$ cat src/rtl/collision_event_scheduler.sv
// collision_event_scheduler
// Captures one sticky flag per collision type during a frame. At each
// startOfFrame it merges those flags into a pending set. It then dispatches
// the pending events one at a time, lowest code first, over a valid/ack
// handshake. It also owns the lives counter and the game-over state.
//
// Ports:
//   clk, resetN                 clock, async active-low reset
//   startOfFrame                one-cycle pulse per frame
//   drawing_request_*           per-pixel draw requests of the sprites
//   event_ack                   consumer accepts the presented event
//   event_valid, event_code     presented event (0 PLAYER_HIT, 1 ALIEN_HIT,
//                               2 SHOT_LOST, 3 BOMB_LOST)
//   lives, game_over            remaining lives, sticky game-over flag
//   event_dropped               pulse in the last cycle of a timed-out event
//   frame_overrun               pulse when a frame starts with work pending
module collision_event_scheduler #(
  parameter int unsigned NUM_LIVES   = 3,
  parameter int unsigned ACK_TIMEOUT = 16
) (
  input  logic       clk,
  input  logic       resetN,
  input  logic       startOfFrame,
  input  logic       drawing_request_smiley,
  input  logic       drawing_request_projectile,
  input  logic       drawing_request_shot,
  input  logic       drawing_request_aliens,
  input  logic       drawing_request_boarders,
  input  logic       event_ack,
  output logic       event_valid,
  output logic [1:0] event_code,
  output logic [1:0] lives,
  output logic       game_over,
  output logic       event_dropped,
  output logic       frame_overrun
);

  localparam int unsigned CNT_W = 8;
  localparam int unsigned EVT_W = 4;

  typedef enum logic [1:0] {
    S_IDLE      = 2'd0,
    S_DISPATCH  = 2'd1,
    S_GAME_OVER = 2'd2
  } state_t;

  state_t             r_state;
  logic [EVT_W-1:0]   r_sticky;
  logic [EVT_W-1:0]   r_pending;
  logic [CNT_W-1:0]   r_cnt;
  logic               r_valid;
  logic [1:0]         r_code;
  logic [1:0]         r_lives;
  logic               r_game_over;
  logic               r_dropped;
  logic               r_overrun;

  logic [EVT_W-1:0]   w_term;
  logic [EVT_W-1:0]   w_loaded;
  logic [EVT_W-1:0]   w_cur_bit;
  logic [EVT_W-1:0]   w_remain;
  logic               w_final;
  logic               w_hit_ack;
  logic [1:0]         w_lives_dec;

  // Lowest set index of an event set (code 0 has highest priority).
  function automatic logic [1:0] lowest_code(input logic [EVT_W-1:0] v);
    logic [1:0] c;
    c = 2'd3;
    if (v[2]) c = 2'd2;
    if (v[1]) c = 2'd1;
    if (v[0]) c = 2'd0;
    return c;
  endfunction

  // Collision terms, indexed by event code.
  assign w_term[0] = drawing_request_smiley & drawing_request_projectile;
  assign w_term[1] = drawing_request_shot   & drawing_request_aliens;
  assign w_term[2] = drawing_request_shot   & drawing_request_boarders;
  assign w_term[3] = drawing_request_projectile & drawing_request_boarders;

  // Pending set including this cycle's frame snapshot, and what is left
  // once the presented event retires.
  assign w_loaded    = r_pending | (startOfFrame ? r_sticky : {EVT_W{1'b0}});
  assign w_cur_bit   = EVT_W'(4'b0001 << r_code);
  assign w_remain    = w_loaded & ~w_cur_bit;
  assign w_final     = (r_cnt == CNT_W'(ACK_TIMEOUT - 1));
  assign w_hit_ack   = event_ack & (r_code == 2'd0);
  assign w_lives_dec = (r_lives != 2'd0) ? (r_lives - 2'd1) : 2'd0;

  // Capture, snapshot and dispatch state machine.
  always_ff @(posedge clk or negedge resetN) begin
    if (!resetN) begin
      r_state     <= S_IDLE;
      r_sticky    <= '0;
      r_pending   <= '0;
      r_cnt       <= '0;
      r_valid     <= 1'b0;
      r_code      <= 2'd0;
      r_lives     <= 2'(NUM_LIVES);
      r_game_over <= 1'b0;
      r_dropped   <= 1'b0;
      r_overrun   <= 1'b0;
    end else begin
      r_dropped <= 1'b0;
      r_overrun <= 1'b0;
      if (r_state != S_GAME_OVER) begin
        r_overrun <= startOfFrame & ((r_pending != '0) | r_valid);
        // A term coincident with startOfFrame belongs to the new frame.
        r_sticky  <= startOfFrame ? w_term : (r_sticky | w_term);
      end
      case (r_state)
        S_IDLE: begin
          r_pending <= w_loaded;
          if (w_loaded != '0) begin
            r_state <= S_DISPATCH;
            r_valid <= 1'b1;
            r_code  <= lowest_code(w_loaded);
            r_cnt   <= '0;
          end
        end
        S_DISPATCH: begin
          if (event_ack || w_final) begin
            if (w_hit_ack && (r_lives == 2'd1)) begin
              r_lives     <= 2'd0;
              r_game_over <= 1'b1;
              r_state     <= S_GAME_OVER;
              r_valid     <= 1'b0;
              r_pending   <= '0;
              r_sticky    <= '0;
              r_cnt       <= '0;
            end else begin
              if (w_hit_ack) r_lives <= w_lives_dec;
              r_pending <= w_remain;
              r_cnt     <= '0;
              if (w_remain != '0) begin
                r_code <= lowest_code(w_remain);
              end else begin
                r_state <= S_IDLE;
                r_valid <= 1'b0;
              end
            end
          end else begin
            r_pending <= w_loaded;
            r_cnt     <= r_cnt + CNT_W'(1);
            // Announce the drop during the final presented cycle.
            r_dropped <= ((r_cnt + CNT_W'(1)) == CNT_W'(ACK_TIMEOUT - 1));
          end
        end
        S_GAME_OVER: begin
          r_valid   <= 1'b0;
          r_pending <= '0;
          r_sticky  <= '0;
        end
        default: begin
          r_state <= S_IDLE;
          r_valid <= 1'b0;
        end
      endcase
    end
  end

  assign event_valid   = r_valid;
  assign event_code    = r_code;
  assign lives         = r_lives;
  assign game_over     = r_game_over;
  assign event_dropped = r_dropped;
  assign frame_overrun = r_overrun;

endmodule

$ cat config.mk
export PLATFORM = sky130hd
export DESIGN_NAME = collision_event_scheduler
export DESIGN_NICKNAME = d
export VERILOG_FILES = /design/src/rtl/collision_event_scheduler.sv
export SDC_FILE = /design/constraint.sdc
export NUM_CORES = 1
export LEC_CHECK = 0
export ABC_AREA = 1
export BUFFER_PORTS_ARGS = -buffer_cell sky130_fd_sc_hd__buf_2
export CORE_MARGIN = 5
export CORE_UTILIZATION = 57
export DETAILED_ROUTE_END_ITERATION = 10
export GPL_ROUTABILITY_DRIVEN = 0
export PLACE_DENSITY = 0.78
export SLEW_MARGIN = 10
export SYNTH_ARGS = -nofsm -noshare
export SYNTH_HDL_FRONTEND = slang
export SYNTH_SLANG_ARGS = --single-unit
$ cat constraint.sdc
create_clock -name clk -period 2 [get_ports clk]
set_input_delay 0.4 -clock clk [delete_from_list [all_inputs] [get_ports clk]]
set_output_delay 0.4 -clock clk [all_outputs]
set_load 0.005 [all_outputs]
==> impl_results.md <==
- Status: finished, final reports clean
- Initial antenna violation count: 0
- TNS Setup: 0 ns
- CP cell instances: inv_1 -> ha_1 -> nand3_1 -> nor2_2 -> nand2_2 -> o21ai_4 -> inv_2 -> o21ai_1
- Post-CTS setup buffer count: 0
- Fin crit share: 82.3%
- Worst Path Max Fanout: 8
- Total CTS buffers: 3
- Final WS setup: 0.353 ns
- H-tree levels: 1
- Design Area, Final: 1690 um^2
- Placement Setup Slack: 0.388 ns
- Starting density of the core: 60.8%
- # hold bufs at CTS: 0
- Number of vias per cell: 5.39
- Root buffer cell: clkbuf_4
- Launch point of the worst path: r_state[0]
- Cell count after placement: 240
- Multi-input logic area: 787 um^2
- Input/output buffers: 16
- Boundary Pins: 17
- Max-cap violations: 0
- Most frequent cells in the layout: nand2_1, dfrtp_1, inv_1, nand3_1, buf_2
- Mean Syn Cell Area: 7.91 um^2
- Vias in the first global route: 1262
- Fin nets: 230
- Die width: 61.9 um
- Post-synth EDFFs: 0
- Post-synth top area share: 39.2%
- Top post-synthesis cells by area: dfrtp_1, nand2_1, nand3_1
- Fin. max-slew vios: 0
- Final min period: 1.65 ns
- Fmax: 0.607 GHz
- Top_reg_cell synth: dfrtp_1
- Net Sw Frac: 46.5%
- First-pass GRT wire length: 5460 um
- Share of layout cells above drive strength 1: 20.1%
- Final Skew: 0.00585 ns
- Fin. Hold Viols: 0
- Register area: 653 um^2
- Worst Setup End Kind: register
- Worst path slowest cell: dfrtp_1
- CTS sink count: 26
- Clock transition at path regs: 0.14 ns
- Final WL: 3180 um
- Yosys cell types: 24
- Unrepaired setup endpoints after global routing: no
- Leakage: 0.852 nW
- Slew @ Worst Pin: 0.561 ns
- CP arrival: 1.90 ns
- Hold slack: 0.0432 ns
- Filler cell count in the final layout: 209
- Pwr dens: 1350 nW/um^2
- Routed Antenna Nets: 0
- Area leader, netlist: dfrtp_1
- Min-Delay Path Class: in2async
- Die area: 3830 um^2
- Post-synthesis net count: 209
- Post-synth ARST share: 100%
- Post-place instance area: 1650 um^2
- Yosys reg bits: 26
- Worst EP required: 2.25 ns
- Synth Instances: 194
- Drt pass-1 iters: 4
- # diodes: 0
- Reg power frac: 34.5%
- Clock share of power: 11.8%
- Post-synthesis sequential area ratio: 42.6%
- Die height: 61.9 um
- Insertion delay to the later sink of the worst-skew pair: 0.32 ns
- Hpwl dp: 2520 um
- Max-slew headroom: 62.6%
- FP Rows: 18
- Setup CP Type: reg2reg
- DRC viols: 0
- Total gr overflow: 0
- Non-filler cells, final: 244
- Cell-internal power: 0.00122 W
- Ys Warns: 0
- Drt initial violations: 89
- VDD IR max: 1150 uV
- Comb power frac: 53.7%
- Tot GR Track Use: 19.4%
- Critical Path Start Type: register
- Biggest cell delay along the critical path: 0.44 ns
- Psw: 0.00106 W
- Largest net degree at the start of global routing: 27
- Post-Syn Area: 1530 um^2
- Clock Path Buffers: 2
- Via count: 1315
- Setup violators final: 0
- CTS tree: yes
- Core ar.: 2520 um^2
- Reg-to-Reg Start: r_state[0]
- Layout area overhead: 10.0%
- Post-CTS Resized: 0
- Most common cell after layout, fill and taps aside: nand2_1
- Drt wl/cell: 13.0 um
==> critical path: cells and delay by family, from the launching register on <==
kind	cells	cell delay (ns)
buf+inv	2	0.16
fa+ha+maj	1	0.30
simple gates	3	0.39
compound gates	2	0.28
flops	1	0.44
==> sequential cells by signal, indices dropped and copies added, names as in the netlist <==
signal         count
event_code         2
event_dropped      1
event_valid        1
frame_overrun      1
game_over          1
lives              2
r_cnt              8
r_pending          4
r_state            2
r_sticky           4
==> power by group through the flow <==
stage	Combinational, W	Sequential (W)	Clock [W]
2_1_floorplan	0.000929	0.000784	0
3_3_place_gp	0.00118	0.000791	0
3_5_place_dp	0.00122	0.000797	0
4_1_cts	0.00122	0.000786	0.000275
5_1_grt	0.00141	0.000808	0.000295
6_report	0.00122	0.000785	0.000268
==> final cells by class <==
| cell class | instances | share of cell area (%) |
|---|---|---|
| flip-flops and latches | 26 | 38.7 |
| inverters | 25 | 5.56 |
| well taps | 30 | 2.22 |
| multi-input cells | 143 | 46.6 |
| clock buffers | 4 | 2.15 |
| repair buffers | 16 | 4.74 |
==> synthesized netlist by cell type, types with 3 or more instances <==
| master | n |
|---|---|
| dfrtp_1 | 24 |
| nand4_1 | 3 |
| inv_1 | 21 |
| nand3_1 | 20 |
| nor2_1 | 10 |
| nand3b_1 | 3 |
| ha_1 | 6 |
| o21ai_0 | 14 |
| o21ai_1 | 3 |
| nand2_1 | 49 |
| o21ai_4 | 3 |
| inv_2 | 4 |
| a21oi_1 | 9 |
| xor2_1 | 4 |
| nand2_2 | 8 |
==> worst paths after layout <==
check | end | slack [ns] | cells after the start
setup / recovery | r_cnt[5] | 0.35 | 8
hold / removal | r_sticky[2] | 0.04 | 1
setup reg to reg | r_cnt[5] | 0.35 | 8
hold reg to reg | game_over | 0.48 | 1
max in group asynchronous | lives[1] | 1.59 | 1
min in group clk | r_sticky[1] | 0.33 | 3
==> logic make-up (layout without fill, tap and decap cells) <==
group | after synthesis | count (layout) | share of synthesized area (%)
compound gates | 31 | 31 | 12.6
xor+xnor | 5 | 5 | 2.85
fa+ha+maj | 6 | 6 | 4.89
buf+inv | 25 | 45 | 6.12
flops | 26 | 26 | 42.6
simple gates | 101 | 101 | 30.9
==> layer usage <==
metal / global-route usage, % / vias up / routed length [um]
li1: - / 668 / -
met1: 26.3 / 611 / 1500
met2: 31.7 / 32 / 1450
met3: 2.48 / 4 / 175
met4: 7.27 / 0 / 47
met5: 0 / - / 0
==> metrics by stage <==
step / utilization [%] / power, W
floorplan: - / 0.00171
global placement: 65.5 / 0.00197
detailed placement: 65.5 / 0.00201
CTS: 66.9 / 0.00228
global route: 66.9 / 0.00251
finish: 66.9 / 0.00227
(Power assumes the default switching activity.)
